===== src/rtl/lamp_pkg.sv =====
// lamp_pkg: shared constants, tracker state encoding and seven-segment decode for lamp_monitor.
package lamp_pkg;
  typedef enum logic [1:0] {ST_OFF, ST_SWEEP, ST_PEND, ST_STEADY} trk_state_t;
  localparam logic [2:0] MODE_IDLE        = 3'd0;
  localparam logic [2:0] MODE_LEFT        = 3'd1;
  localparam logic [2:0] MODE_RIGHT       = 3'd2;
  localparam logic [2:0] MODE_HAZARD      = 3'd3;
  localparam logic [2:0] MODE_BRAKE       = 3'd4;
  localparam logic [2:0] MODE_LEFT_BRAKE  = 3'd5;
  localparam logic [2:0] MODE_RIGHT_BRAKE = 3'd6;
  localparam logic [2:0] MODE_INVALID     = 3'd7;
  localparam logic [2:0] LAMP_OFF = 3'b000;
  localparam logic [2:0] LAMP_P0  = 3'b001;
  localparam logic [2:0] LAMP_P1  = 3'b010;
  localparam logic [2:0] LAMP_P2  = 3'b100;
  localparam logic [2:0] LAMP_ALL = 3'b111;
  localparam logic [6:0] SEG_0 = 7'h3F;
  localparam logic [6:0] SEG_1 = 7'h06;
  localparam logic [6:0] SEG_2 = 7'h5B;
  localparam logic [6:0] SEG_3 = 7'h4F;
  localparam logic [6:0] SEG_4 = 7'h66;
  localparam logic [6:0] SEG_5 = 7'h6D;
  localparam logic [6:0] SEG_6 = 7'h7D;
  localparam logic [6:0] SEG_7 = 7'h07;
  localparam logic [6:0] SEG_8 = 7'h7F;
  localparam logic [6:0] SEG_9 = 7'h6F;
  function automatic logic [3:0] seg_decode(input logic [6:0] s);
    case (s)
      SEG_0: return 4'd0;
      SEG_1: return 4'd1;
      SEG_2: return 4'd2;
      SEG_3: return 4'd3;
      SEG_4: return 4'd4;
      SEG_5: return 4'd5;
      SEG_6: return 4'd6;
      SEG_7: return 4'd7;
      SEG_8: return 4'd8;
      SEG_9: return 4'd9;
      default: return 4'hF;
    endcase
  endfunction
endpackage


===== src/rtl/lamp_monitor_tracker.sv =====
// lamp_side_tracker: per-side sweep/brake FSM with stall timer, hold timer and sweep counter.
// Sweep counter exists only when LAMP_MON_COUNT_EN is defined.
module lamp_side_tracker
  import lamp_pkg::*;
#(
  parameter int TIMEOUT_CYC = 64,
  parameter int HOLD_CYC    = 4,
  parameter int CNT_W       = 8
) (
  input  logic             clk,
  input  logic             rst,
  input  logic [2:0]       cur,
  input  logic [2:0]       prev,
  output trk_state_t       state,
  output logic             err,
  output logic [CNT_W-1:0] cnt
);
  localparam int IW = $clog2(TIMEOUT_CYC + 1);
  localparam int HW = $clog2(HOLD_CYC + 1);
  trk_state_t state_d, state_q;
  logic [IW-1:0] idle_d, idle_q;
  logic [HW-1:0] hold_d, hold_q;
  logic err_d, err_q, step, legal;
  always_comb begin
    step  = (prev == LAMP_P0 && cur == LAMP_P1) || (prev == LAMP_P1 && cur == LAMP_P2) ||
            (prev == LAMP_P2 && cur == LAMP_P0);
    legal = cur == LAMP_OFF || (prev == LAMP_OFF && (cur == LAMP_P0 || cur == LAMP_ALL)) || step;
    state_d = state_q;
    idle_d  = idle_q;
    hold_d  = hold_q;
    err_d   = 1'b0;
    if (cur != prev) begin
      idle_d = '0;
      hold_d = '0;
      if (!legal) begin
        state_d = ST_OFF;
        err_d   = 1'b1;
      end else if (cur == LAMP_OFF) state_d = ST_OFF;
      else if (cur == LAMP_ALL) state_d = ST_PEND;
      else if (cur == LAMP_P0) state_d = ST_SWEEP;
    end else if (state_q == ST_SWEEP) begin
      if (idle_q == IW'(TIMEOUT_CYC - 1)) begin
        state_d = ST_OFF;
        err_d   = 1'b1;
      end else idle_d = idle_q + 1'b1;
    end else if (state_q == ST_PEND) begin
      if (hold_q == HW'(HOLD_CYC - 1)) state_d = ST_STEADY;
      else hold_d = hold_q + 1'b1;
    end
  end
  always_ff @(posedge clk) begin
    if (rst) begin
      state_q <= ST_OFF;
      idle_q  <= '0;
      hold_q  <= '0;
      err_q   <= 1'b0;
    end else begin
      state_q <= state_d;
      idle_q  <= idle_d;
      hold_q  <= hold_d;
      err_q   <= err_d;
    end
  end
  assign state = state_q;
  assign err   = err_q;
`ifdef LAMP_MON_COUNT_EN
  logic [CNT_W-1:0] cnt_d, cnt_q;
  always_comb
    cnt_d = (state_q == ST_SWEEP && prev == LAMP_P2 && cur == LAMP_P0 && cnt_q != '1) ?
            cnt_q + 1'b1 : cnt_q;
  always_ff @(posedge clk) cnt_q <= rst ? '0 : cnt_d;
  assign cnt = cnt_q;
`else
  assign cnt = '0;
`endif
endmodule


===== src/rtl/lamp_monitor.sv =====
// lamp_monitor: decodes lamp and digit buses back into car mode and BCD digits, flagging bad sequences.
// Optional sweep counters enabled by LAMP_MON_COUNT_EN.
module lamp_monitor
  import lamp_pkg::*;
#(
  parameter int TIMEOUT_CYC = 64,
  parameter int HOLD_CYC    = 4,
  parameter int CNT_W       = 8
) (
  input  logic             clk,
  input  logic             rst,
  input  logic [2:0]       ledL,
  input  logic [2:0]       ledR,
  input  logic [6:0]       ledNum1,
  input  logic [6:0]       ledNum2,
  output logic [2:0]       mode,
  output logic             mode_valid,
  output logic [3:0]       digit1,
  output logic [3:0]       digit2,
  output logic             seg_err,
  output logic             seq_err,
  output logic [CNT_W-1:0] sweepL_cnt,
  output logic [CNT_W-1:0] sweepR_cnt
);
  logic [2:0] led_l_q, led_r_q, led_l_p_q, led_r_p_q;
  logic [6:0] num1_q, num2_q, num1_p_q, num2_p_q;
  trk_state_t st_l, st_r;
  logic err_l, err_r;
  logic [CNT_W-1:0] cnt_l, cnt_r, cnt_l_q, cnt_r_q;
  logic [2:0] mode_d, mode_q;
  logic [3:0] digit1_d, digit1_q, digit2_d, digit2_q;
  logic mode_valid_d, mode_valid_q, seg_err_d, seg_err_q, seq_err_d, seq_err_q;
  lamp_side_tracker #(.TIMEOUT_CYC(TIMEOUT_CYC), .HOLD_CYC(HOLD_CYC), .CNT_W(CNT_W)) u_left (
    .clk(clk), .rst(rst), .cur(led_l_q), .prev(led_l_p_q), .state(st_l), .err(err_l), .cnt(cnt_l)
  );
  lamp_side_tracker #(.TIMEOUT_CYC(TIMEOUT_CYC), .HOLD_CYC(HOLD_CYC), .CNT_W(CNT_W)) u_right (
    .clk(clk), .rst(rst), .cur(led_r_q), .prev(led_r_p_q), .state(st_r), .err(err_r), .cnt(cnt_r)
  );
  // Tracker state lines up with the stage-2 patterns, so hazard phase compares those.
  always_comb begin
    digit1_d  = seg_decode(num1_p_q);
    digit2_d  = seg_decode(num2_p_q);
    seg_err_d = digit1_d == 4'hF || digit2_d == 4'hF;
    seq_err_d = err_l | err_r;
    mode_d = (st_l == ST_OFF    && st_r == ST_OFF)    ? MODE_IDLE :
             (st_l == ST_SWEEP  && st_r == ST_OFF)    ? MODE_LEFT :
             (st_l == ST_OFF    && st_r == ST_SWEEP)  ? MODE_RIGHT :
             (st_l == ST_SWEEP  && st_r == ST_SWEEP && led_l_p_q == led_r_p_q) ? MODE_HAZARD :
             (st_l == ST_STEADY && st_r == ST_STEADY) ? MODE_BRAKE :
             (st_l == ST_SWEEP  && st_r == ST_STEADY) ? MODE_LEFT_BRAKE :
             (st_l == ST_STEADY && st_r == ST_SWEEP)  ? MODE_RIGHT_BRAKE : MODE_INVALID;
    mode_valid_d = mode_d != MODE_INVALID && !seq_err_d;
  end
  always_ff @(posedge clk) begin
    if (rst) begin
      {led_l_q, led_r_q, led_l_p_q, led_r_p_q} <= '0;
      {num1_q, num2_q, num1_p_q, num2_p_q}     <= '0;
      mode_q       <= MODE_IDLE;
      mode_valid_q <= 1'b0;
      digit1_q     <= 4'hF;
      digit2_q     <= 4'hF;
      seg_err_q    <= 1'b0;
      seq_err_q    <= 1'b0;
      cnt_l_q      <= '0;
      cnt_r_q      <= '0;
    end else begin
      led_l_q      <= ledL;
      led_r_q      <= ledR;
      num1_q       <= ledNum1;
      num2_q       <= ledNum2;
      led_l_p_q    <= led_l_q;
      led_r_p_q    <= led_r_q;
      num1_p_q     <= num1_q;
      num2_p_q     <= num2_q;
      mode_q       <= mode_d;
      mode_valid_q <= mode_valid_d;
      digit1_q     <= digit1_d;
      digit2_q     <= digit2_d;
      seg_err_q    <= seg_err_d;
      seq_err_q    <= seq_err_d;
      cnt_l_q      <= cnt_l;
      cnt_r_q      <= cnt_r;
    end
  end
  assign mode       = mode_q;
  assign mode_valid = mode_valid_q;
  assign digit1     = digit1_q;
  assign digit2     = digit2_q;
  assign seg_err    = seg_err_q;
  assign seq_err    = seq_err_q;
  assign sweepL_cnt = cnt_l_q;
  assign sweepR_cnt = cnt_r_q;
endmodule


===== config.mk =====
export PLATFORM = sky130hd
export DESIGN_NAME = lamp_monitor
export DESIGN_NICKNAME = d
export VERILOG_FILES = /design/src/rtl/lamp_pkg.sv /design/src/rtl/lamp_monitor_tracker.sv /design/src/rtl/lamp_monitor.sv
export SDC_FILE = /design/constraint.sdc
export NUM_CORES = 1
export LEC_CHECK = 0
export ABC_AREA = 1
export BUFFER_PORTS_ARGS = -buffer_cell sky130_fd_sc_hd__buf_4
export CORE_MARGIN = 2
export CORE_UTILIZATION = 50
export CTS_CLUSTER_DIAMETER = 150
export CTS_CLUSTER_SIZE = 28
export DETAILED_ROUTE_END_ITERATION = 7
export PLACE_DENSITY_LB_ADDON = 0.25
export SYNTH_ARGS = -nofsm -noshare
export SYNTH_HDL_FRONTEND = slang
export SYNTH_HIERARCHICAL = 1
export SYNTH_SLANG_ARGS = --single-unit

===== constraint.sdc =====
create_clock -name clk -period 1.2 [get_ports clk]
set_input_delay 0.24 -clock clk [delete_from_list [all_inputs] [get_ports clk]]
set_output_delay 0.24 -clock clk [all_outputs]
set_load 0.01 [all_outputs]

==> metrics.txt, run 1 <==
status finished with violations; failing checks negative setup slack; critical path depth 9; # diodes 0; Worst R2R Setup Slack -0.12 ns; final hold violations 0; Synth Register Bits 96; pwr dens 1170 nW/µm²; Die ar. just over 9000 µm²; Avg Inst Size Synth a little over 7 µm²; final wirelength 9400 µm; Setup TNS -1.28 ns; I/O Pins 52; fmax about 760 MHz; crit-path cells ha_4 > inv_4 > nor2_4 > nand2_4 > nand2_4 > inv_4 > buf_6 > nor2_4 > nor3b_2; Mapped Area 4270 µm²; CP Launch Type register; Worst VDD drop about 0.0007 V; Cells after DPL 789; Vias 3,789; DP Worst Slack -0.111 ns; WL per Instance around 12 µm; CTS tree done; RSZ-0062 raised after global routing yes; leakage power about 2.7 nW; FP Rows 33; Final Skew 0.00900 ns; Final setup viols 22; # port buffers between 50 and 60; crit path launch u_left/idle_q[0]; Initial Util approximately half; Max FO, Critical Path 4; Die X around 96 µm; Largest delay share family, worst path simple AND/OR/NAND/NOR gates; R2R depth 9; final cycle utilization of the critical path 110%; Non-Filler Instances 817; min Tclk post-route ~1.3 ns; Mapped Cells just under 600; Chip Height between 90 and 100 µm; share of layout cells above drive strength 1 41.7%; worst setup margin -0.116 ns; fillcell total around 630; Reg area around 2000 µm²; initial antenna violation count 0; # DRC 0; worst path bufs/invs 3; Critical Path RT 1.45 ns; post-route antenna net violation count 0; count of cell types in the netlist 29; Critical Path Max Stage Delay approximately 0.38 ns; Arrival @ worst endpoint about 1.6 ns; vias in the first global route about 3,500; Max-Cap Viols 0; Final Slew Violations 0; Worst-Skew Late Latency approximately 0.35 ns; Clk pin slew, worst setup/hold paths 0.09 ns; post-DP HPWL 5950 µm; CTS Root Cell clkbuf_8; Final Hold Slack approximately 0.085 ns; CORE AREA between 8000 and 9000 µm²; Ys Warns 6; Crit. End Element register; remaining global-route overflow 0; DR vias/cell approximately 4.6; Finished Core Util 71.7%; synthesis-to-layout area growth 38.7%; global-route wire length before repair 14,500 µm; Bufs on Longest Clock Path 2; Worst R2R Start u_left/idle_q[0]; 1st-iter DRT viols approximately 110; Setup CP Type reg2reg; DRT Pass-1 Iters 5; cts hold-fix bufs 0; gr usage total 19.7%; Slowest cell on crit path dfxtp_2; HP Class in2reg; largest net degree at the start of global routing 30; clock sink count between 90 and 100; post-synthesis sequential area ratio a little under half; multi-input logic area around 2300 µm²; Layout Nets 736; routability cong. about 0.81; H-Tree Depth 3; Num CTS Buffers 9; reg2reg end u_left/idle_q[0]; crit path capture u_left/idle_q[0]
[report_power, final]
group	switching, W	total [W]	internal, W
sequential	0.000128	0.00347	0.00334
combinational	0.000736	0.00134	0.000608
clock	0.00109	0.00210	0.00101
total	0.00196	0.00692	0.00496
[repair_timing]
action / in CTS / in global routing
resized for setup: 71 / 89
endpoints found under the setup margin: 26 / 35
pin swaps: 30 / 39
setup buffers: 7 / 6
cloned: 0 / 1
[per-layer routing]
| metal | up-vias | wire [µm] | track usage [%] |
|---|---|---|---|
| met4 | 0 | 181 | 6.10 |
| met3 | 18 | 315 | 4.27 |
| met2 | 77 | 4910 | 35.5 |
| li1 | 1977 | - | - |
| met5 | - | 0 | 0 |
| met1 | 1717 | 3990 | 23.3 |
[metrics by stage]
| stage | instance area, µm² | power [W] |
|---|---|---|
| 2_1_floorplan | 4390 | 0.00419 |
| 3_3_place_gp | 5110 | 0.00455 |
| 3_5_place_dp | 5110 | 0.00459 |
| 4_1_cts | 5590 | 0.00678 |
| 5_1_grt | 5920 | 0.00728 |
| 6_report | 5920 | 0.00692 |
[worst min-delay path, cell delays in order]
cell and delay, ns:
buf_4 0.08, inv_1 0.03, nor2_1 0.06
[cell families after synthesis]
group,Yosys count,share of synthesized area [%]
AO/OA/AOI/OAI,27,3.37
buffers and inverters,139,13.8
adder cells (fa/ha/maj),6,1.76
AND/OR/NAND/NOR,318,34.4
other,2,0.176
XOR/XNOR,7,1.44
flip-flops,96,45.0
[how the worst min path moves through the flow]
stage | cells after the start | startpoint | slack (ns) | end
3_3_place_gp | 2 | num2_q[6] | 0.39 | num2_p_q[6]
4_1_cts | 3 | ledNum2[6] | 0.07 | num2_q[6]
6_report | 3 | ledNum1[0] | 0.08 | num1_q[0]
5_1_grt | 3 | ledNum1[4] | 0.08 | num1_q[4]
3_5_place_dp | 2 | num2_q[4] | 0.39 | num2_p_q[4]
2_1_floorplan | 2 | ledL[0] | 0.35 | led_l_q[0]
[layout by cell type, fill, tap and decap left out, types with 15 or more instances in the layout]
cell     netlist  layout
dfxtp_2        0      18
dfxtp_4        0      15
dfxtp_1       96      63
conb_1         2      16
inv_1        106      95
nand2_1      108      88
nand3_1       28      23
nor2_1       113      90
nor2_2         8      23
buf_4         16      99
nand2_2       17      27
[layout make-up]
cell class | count | share of cell area, %
tap | 105 | 2.22
timing repair buffer | 110 | 14.8
clock buffer | 10 | 2.32
multi-input combinational | 375 | 38.1
clock inverter | 5 | 0.950
inverter | 116 | 7.86
sequential | 96 | 33.8
[synthesized netlist by cell type]
library cell,instances,share of area (%)
nor2_1,113,9.9
nand2_1,108,9.5
inv_1,106,9.3
dfxtp_1,96,45
nand3_1,28,3.3
nand2_2,17,2.5
buf_4,16,2.8
a21oi_1,14,1.6
o21ai_0,10,1.2
nand4_1,9,1.3
nor3_1,9,1.1
inv_2,8,0.70
nor2_2,8,1.2
nor3b_2,8,2.3
ha_1,6,1.8
buf_2,5,0.59
nand3b_1,4,0.70
or2_2,4,0.59
xnor2_1,4,0.82
and3_1,3,0.44
nor2_4,3,0.79
xor2_1,3,0.62
clkbuf_1,2,0.18
clkinv_2,2,0.23
conb_1,2,0.18
nand2_4,2,0.53
nor4_1,2,0.29
o21a_1,2,0.35
a21oi_2,1,0.21
[registers in the layout, summed over array words and instances (netlist names), 4 cells and up]
name,flops
num2_p_q,7
sweepL_cnt,8
num2_q,7
num1_q,7
digit1,4
u_left/idle_q,7
digit2,4
num1_p_q,7
sweepR_cnt,8
u_right/idle_q,7
Note: power is estimated with default switching activity, not from simulation.
==> inputs of run 2 (changes only) <==
--- a/config.mk
+++ b/config.mk
@@ -5,7 +5,6 @@
 export SDC_FILE = /design/constraint.sdc
 export NUM_CORES = 1
 export LEC_CHECK = 0
-export ABC_AREA = 1
 export BUFFER_PORTS_ARGS = -buffer_cell sky130_fd_sc_hd__buf_4
 export CORE_MARGIN = 2
 export CORE_UTILIZATION = 50
==> constraint.sdc (replaced) <==
create_clock -name clk -period 1.2 [get_ports clk]
set_input_delay 0.12 -clock clk [delete_from_list [all_inputs] [get_ports clk]]
set_output_delay 0.12 -clock clk [all_outputs]
set_load 0.01 [all_outputs]
==> metrics.txt, run 2 <==
status finished with violations; failing checks negative setup slack; synthesis-to-layout area growth 57.5%; final hold violations 0 (unchanged); Final setup viols 38 (+73%); Synth area leader dfxtp_1; Mapped Cells 395 (-34%); Max-Cap Viols 0 (unchanged); Crit. End Element register; async set or reset register ratio after synthesis 0% (unchanged); clock sink count 96 (unchanged); 1st-iter DRT viols 158 (+46%); gr usage total 22.8% (+3.1 points); crit path capture u_right/state[1]; Worst-Skew Late Latency 0.36 ns (about the same); # port buffers 51 (unchanged); H-Tree Depth 3 (unchanged); Critical Path RT 1.45 ns (about the same); global-route wire length before repair 15,900 µm (+9.6%); Post-synth EDFFs 0 (unchanged); Final Skew 0.0118 ns (+0.00284 ns); initial antenna violation count 0 (unchanged); top-count cell post-synth dfxtp_1; CTS Root Cell clkbuf_8; CTS tree done; Vias 3,483 (-8.1%); FP Rows 32 (-3.0%); DRT Pass-1 Iters 4 (-1); worst slew pin tran 0.567 ns; Main synth FF type dfxtp_1; Setup CP Type reg2reg; Worst VDD drop 0.000757 V (+7.6%); Initial Util 51.3% (-0.41 points); post-synthesis sequential area ratio 48.7% (+3.7 points); I/O Pins 52 (unchanged); Synth Register Bits 96 (unchanged); Slew Limit Headroom between 60% and 70%; worst setup margin -0.614 ns (-0.498 ns); most common cell after layout, fill and taps aside buf_4; Setup TNS -10.36 ns (-9.08 ns); DR vias/cell 5.11 (+10%); Ys Warns 6 (unchanged); final wirelength 10,200 µm (+8.1%); post-route antenna net violation count 0 (unchanged); Avg Inst Size Synth 9.98 µm² (+39%); Arrival @ worst endpoint 2.07 ns (+0.51 ns); Max FO, Critical Path 3 (-1); R2R depth 6 (-3); RSZ-0062 raised after global routing yes; synth top area cells dfxtp_1, nor2b_1, xor2_1, buf_4, nor2_1; Bufs on Longest Clock Path 2 (unchanged); WL per Instance 14.9 µm (+30%); count of cell types in the netlist 55 (+90%); remaining global-route overflow 0 (unchanged); post-DP HPWL 5920 µm (-0.57%); Worst R2R Start u_right/hold_q[0]; share of layout cells above drive strength 1 50.1% (+8.4 points); CORE AREA 7690 µm² (-6.9%); fillcell total 461 (-27%); Final Slew Violations 0 (unchanged); commonest cells after routing, fill and taps aside buf_4, dfxtp_1, nor2b_1; leakage power 2.54 nW (-5.7%); HP Class in2reg; final cycle utilization of the critical path 151% (+42 points); Finished Core Util 80.8% (+9.0 points); Chip Height 92.8 µm (-3.7%); Die ar. 8610 µm² (-7.3%); vias in the first global route 3,636 (+3.1%); crit path launch u_right/hold_q[0]; fmax 551 MHz (-27%); CP Launch Type register; largest net degree at the start of global routing 22 (-27%); routability cong. 0.837 (+3.8%); Worst R2R Setup Slack -0.61 ns (-0.50 ns); Num CTS Buffers 9 (unchanged); reg2reg end u_right/state[1]; # DRC 0 (unchanged); most common library cells after synthesis dfxtp_1, nor2b_1, nor2_1, buf_4, xor2_1; min Tclk post-route 1.81 ns (+0.498 ns); Die X 92.8 µm (-3.7%); pwr dens 1130 nW/µm² (-3.0%); Mapped Area 3940 µm² (-7.6%); Clk pin slew, worst setup/hold paths 0.09 ns (about the same); # diodes 0 (unchanged); Layout Nets 603 (-18%); top cell type's share of synthesized area 48.7% (+3.7 points)
[run 2: power by group]
group          switching, W  internal [W]
registers         0.0000993       0.00333
clock network       0.00114       0.00122
logic              0.000545      0.000692
total               0.00178       0.00525
[run 2: worst min path at each step]
stage | endpoint | cells past startpoint | slack [ns] | from
2_1_floorplan | u_left/err | 1 | 0.19 | rst
3_3_place_gp | num2_q[6] | 2 | 0.33 | ledNum2[6]
3_5_place_dp | led_l_q[2] | 2 | 0.34 | ledL[2]
4_1_cts | led_l_q[1] | 2 | 0.01 | ledL[1]
5_1_grt | led_l_q[1] | 2 | 0.006 | ledL[1]
6_report | led_l_q[1] | 2 | 0.02 | ledL[1]
[run 2: logic make-up after synthesis]
family,Yosys count,synth area share [%]
and+or+nand+nor,171,26.3
DFF,96,48.7
AOI/OAI and AO/OA,60,11.7
buffers and inverters,31,4.57
xor gates and xnor gates,23,5.11
adders and majority gates,6,1.90
muxes,6,1.52
other,2,0.190
[run 2: area by class of cell]
type | instances | area [µm²] | share of cell area (%)
clock buffers | 11 | 174 | 2.80
clock inverters | 4 | 57.6 | 0.927
inverters | 6 | 22.5 | 0.363
multi-input cells | 282 | 2360 | 38.0
flip-flops and latches | 96 | 1990 | 32.0
well taps | 102 | 128 | 2.06
repair buffers | 180 | 1480 | 23.9
[run 2: repair_timing]
item / CTS / global route
hold endpoints to repair: 18 / 0
gates resized for setup: 64 / 39
pin swaps: 33 / 21
hold buffers: 18 / 0
setup endpoints to repair: 37 / 38
setup buffers: 9 / 7
[run 2: metrics by stage]
step | worst slack, ns | power [W] | hold WS, ns | instance area, µm² | cells
4_1_cts | -0.616 | 0.00695 | 0.0143 | 6040 | 677
3_3_place_gp | -0.549 | 0.00443 | 0.329 | 5280 | 636
6_report | -0.614 | 0.00703 | 0.0186 | 6210 | 681
2_1_floorplan | -0.552 | 0.00404 | 0.189 | 4180 | 409
5_1_grt | -0.671 | 0.00730 | 0.00626 | 6210 | 681
3_5_place_dp | -0.590 | 0.00446 | 0.339 | 5280 | 636
[run 2: worst max-delay path: stages, from the launching register on]
cell and delay [ns]:
dfxtp_2 0.35, ha_4 0.16, ha_4 0.15, and3b_2 0.19
or4_4 0.43, o211a_1 0.23, o211a_1 0.21
[run 2: layer usage]
metal | up-vias | track usage, % | wire length (µm)
met5 | - | 0 | 0
met4 | 0 | 7.11 | 148
met3 | 16 | 5.86 | 407
met2 | 76 | 41.2 | 5330
met1 | 1675 | 26.1 | 4280
li1 | 1716 | - | -
==> inputs of run 3 (changes only) <==
--- a/config.mk
+++ b/config.mk
@@ -5,13 +5,13 @@
 export SDC_FILE = /design/constraint.sdc
 export NUM_CORES = 1
 export LEC_CHECK = 0
-export BUFFER_PORTS_ARGS = -buffer_cell sky130_fd_sc_hd__buf_4
 export CORE_MARGIN = 2
 export CORE_UTILIZATION = 50
 export CTS_CLUSTER_DIAMETER = 150
 export CTS_CLUSTER_SIZE = 28
 export DETAILED_ROUTE_END_ITERATION = 7
-export PLACE_DENSITY_LB_ADDON = 0.25
+export DONT_BUFFER_PORTS = 1
+export PLACE_DENSITY = 0.68
 export SYNTH_ARGS = -nofsm -noshare
 export SYNTH_HDL_FRONTEND = slang
 export SYNTH_HIERARCHICAL = 1
==> metrics.txt, run 3 (synthesis results as in run 2) <==
global-route wire length before repair 15,800 µm (-0.95%); R2R depth 6 (unchanged); Worst VDD drop 0.000727 V (-4.0%); Final Skew 0.0133 ns (+0.00145 ns); clock sink count 96 (unchanged); gr usage total 22.9% (+0.14 points); Vias 3,430 (-1.5%); FP Rows 32 (unchanged); share of layout cells above drive strength 1 44.7% (-5.4 points); CTS Root Cell clkbuf_8; Setup CP Type reg2reg; failing checks negative setup slack; I/O Pins 52 (unchanged); WL per Instance 16.6 µm (+11%); Worst R2R Start u_left/hold_q[0]; crit path launch u_left/hold_q[0]; CTS tree done; Critical Path RT 1.47 ns (+0.02 ns); Arrival @ worst endpoint 2.09 ns (+0.02 ns); Worst-Skew Late Latency 0.37 ns (about the same); worst slew pin tran 0.491 ns (-0.0757 ns); Max FO, Critical Path 3 (unchanged); Layout Nets 560 (-7.1%); final cycle utilization of the critical path 152% (+0.81 points); routability cong. 0.851 (+1.7%); final hold violations 0 (unchanged); DRT Pass-1 Iters 5 (+1); # DRC 0 (unchanged); reg2reg end u_left/state[0]; most common cell after layout, fill and taps aside buf_4; Max-Cap Viols 0 (unchanged); HP Class in2reg; status finished with violations; Die X 92.8 µm (unchanged); Chip Height 92.8 µm (unchanged); Clk pin slew, worst setup/hold paths 0.10 ns (about the same); DP Worst Slack -0.614 ns (-0.0238 ns); Final setup viols 38 (unchanged); remaining global-route overflow 0 (unchanged); commonest cells after routing, fill and taps aside buf_4, dfxtp_1, nor2b_1; Initial Util 51.3% (unchanged); final wirelength 10,600 µm (+4.6%); Final Slew Violations 0 (unchanged); min Tclk post-route 1.82 ns (+0.00973 ns); Worst R2R Setup Slack -0.62 ns (about the same); CORE AREA 7690 µm² (unchanged); Die ar. 8610 µm² (unchanged); pwr dens 1130 nW/µm² (about the same); fmax 548 MHz (-0.53%); Final Hold Slack 0.0228 ns (+0.00412 ns); post-route antenna net violation count 0 (unchanged); Bufs on Longest Clock Path 2 (unchanged); post-DP HPWL 5540 µm (-6.3%); # diodes 0 (unchanged); Num CTS Buffers 9 (unchanged); crit path capture u_left/state[0]; Slew Limit Headroom 66.9% (+5.1 points); DR vias/cell 5.37 (+5.0%); 1st-iter DRT viols 154 (-2.5%); Setup TNS -9.74 ns (+0.624 ns); # port buffers 0 (-100%); initial antenna violation count 0 (unchanged); CP Launch Type register; largest net degree at the start of global routing 47 (+110%); Crit. End Element register; H-Tree Depth 3 (unchanged); leakage power 2.33 nW (-8.3%); synthesis-to-layout area growth 52.1%; vias in the first global route 3,471 (-4.5%); RSZ-0062 raised after global routing yes; worst setup margin -0.624 ns (-0.00973 ns)
==> run 3: cell count changes in the layout (fill, tap and decap cells not counted), sizes merged <==
cell / delta
buf: -51
clkbuf: -1
clkinv: +1
clkinvlp: +2
dlygate4sd3: +8
inv: -1
==> run 3: how the worst min path moves through the flow <==
stage	from	endpoint	slack (ns)	cells past startpoint
final	rst	digit1[0]	0.02	2
after floorplan	rst	u_left/err	0.19	1
after detailed placement	rst	led_l_p_q[1]	0.20	1
after global routing	rst	digit1[0]	0.03	2
after CTS	rst	digit1[0]	0.02	2
after global placement	rst	led_l_p_q[1]	0.19	1
==> run 3: through the flow <==
stage	power [W]	instances	area [µm²]	util, %
2_1_floorplan	0.00404	409	4180	-
3_3_place_gp	0.00428	581	4860	63.3
3_5_place_dp	0.00429	581	4860	63.3
4_1_cts	0.00657	631	5680	73.8
5_1_grt	0.00711	639	6000	78.0
6_report	0.00679	639	6000	78.0
==> run 3: what timing repair did <==
item                                   CTS  global route
hold buffers                            27             0
setup buffers                            9            13
pin swaps                               42            25
endpoints found under the hold margin   57             0
resized for setup                       65            52
setup endpoints to repair               37            38
==> run 3: layout make-up <==
| cell class | count | area (µm²) |
|---|---|---|
| Multi-Input combinational cell | 282 | 2440 |
| Clock buffer | 10 | 128 |
| Inverter | 6 | 22.5 |
| Fill cell | 480 | 1690 |
| Timing Repair Buffer | 137 | 1210 |
| Sequential cell | 96 | 2000 |
| Tap cell | 102 | 128 |
| Clock inverter | 6 | 70.1 |
==> run 3: per-layer routing <==
layer  up-vias  global-route usage [%]  routed length (µm)
met3        29                    4.88                 421
met5         -                       0                   0
met1      1675                    26.9                4330
met2        90                    40.5                5630
met4         0                    9.07                 243
li1       1636                       -                   -
==> run 3: where the power goes <==
part	switching, W	total, W	leakage [nW]	internal, W
Sequential	0.000141	0.00347	0.807	0.00333
Clock	0.00115	0.00212	0.0887	0.000971
Combinational	0.000537	0.00120	1.43	0.000662
==> run 3: worst max-delay path, cell delays in order (launching register included) <==
cell     delay (ns)
dfxtp_2        0.35
ha_4           0.16
ha_4           0.15
and3b_2        0.20
or4_4          0.44
o21a_1         0.19
o221a_1        0.23
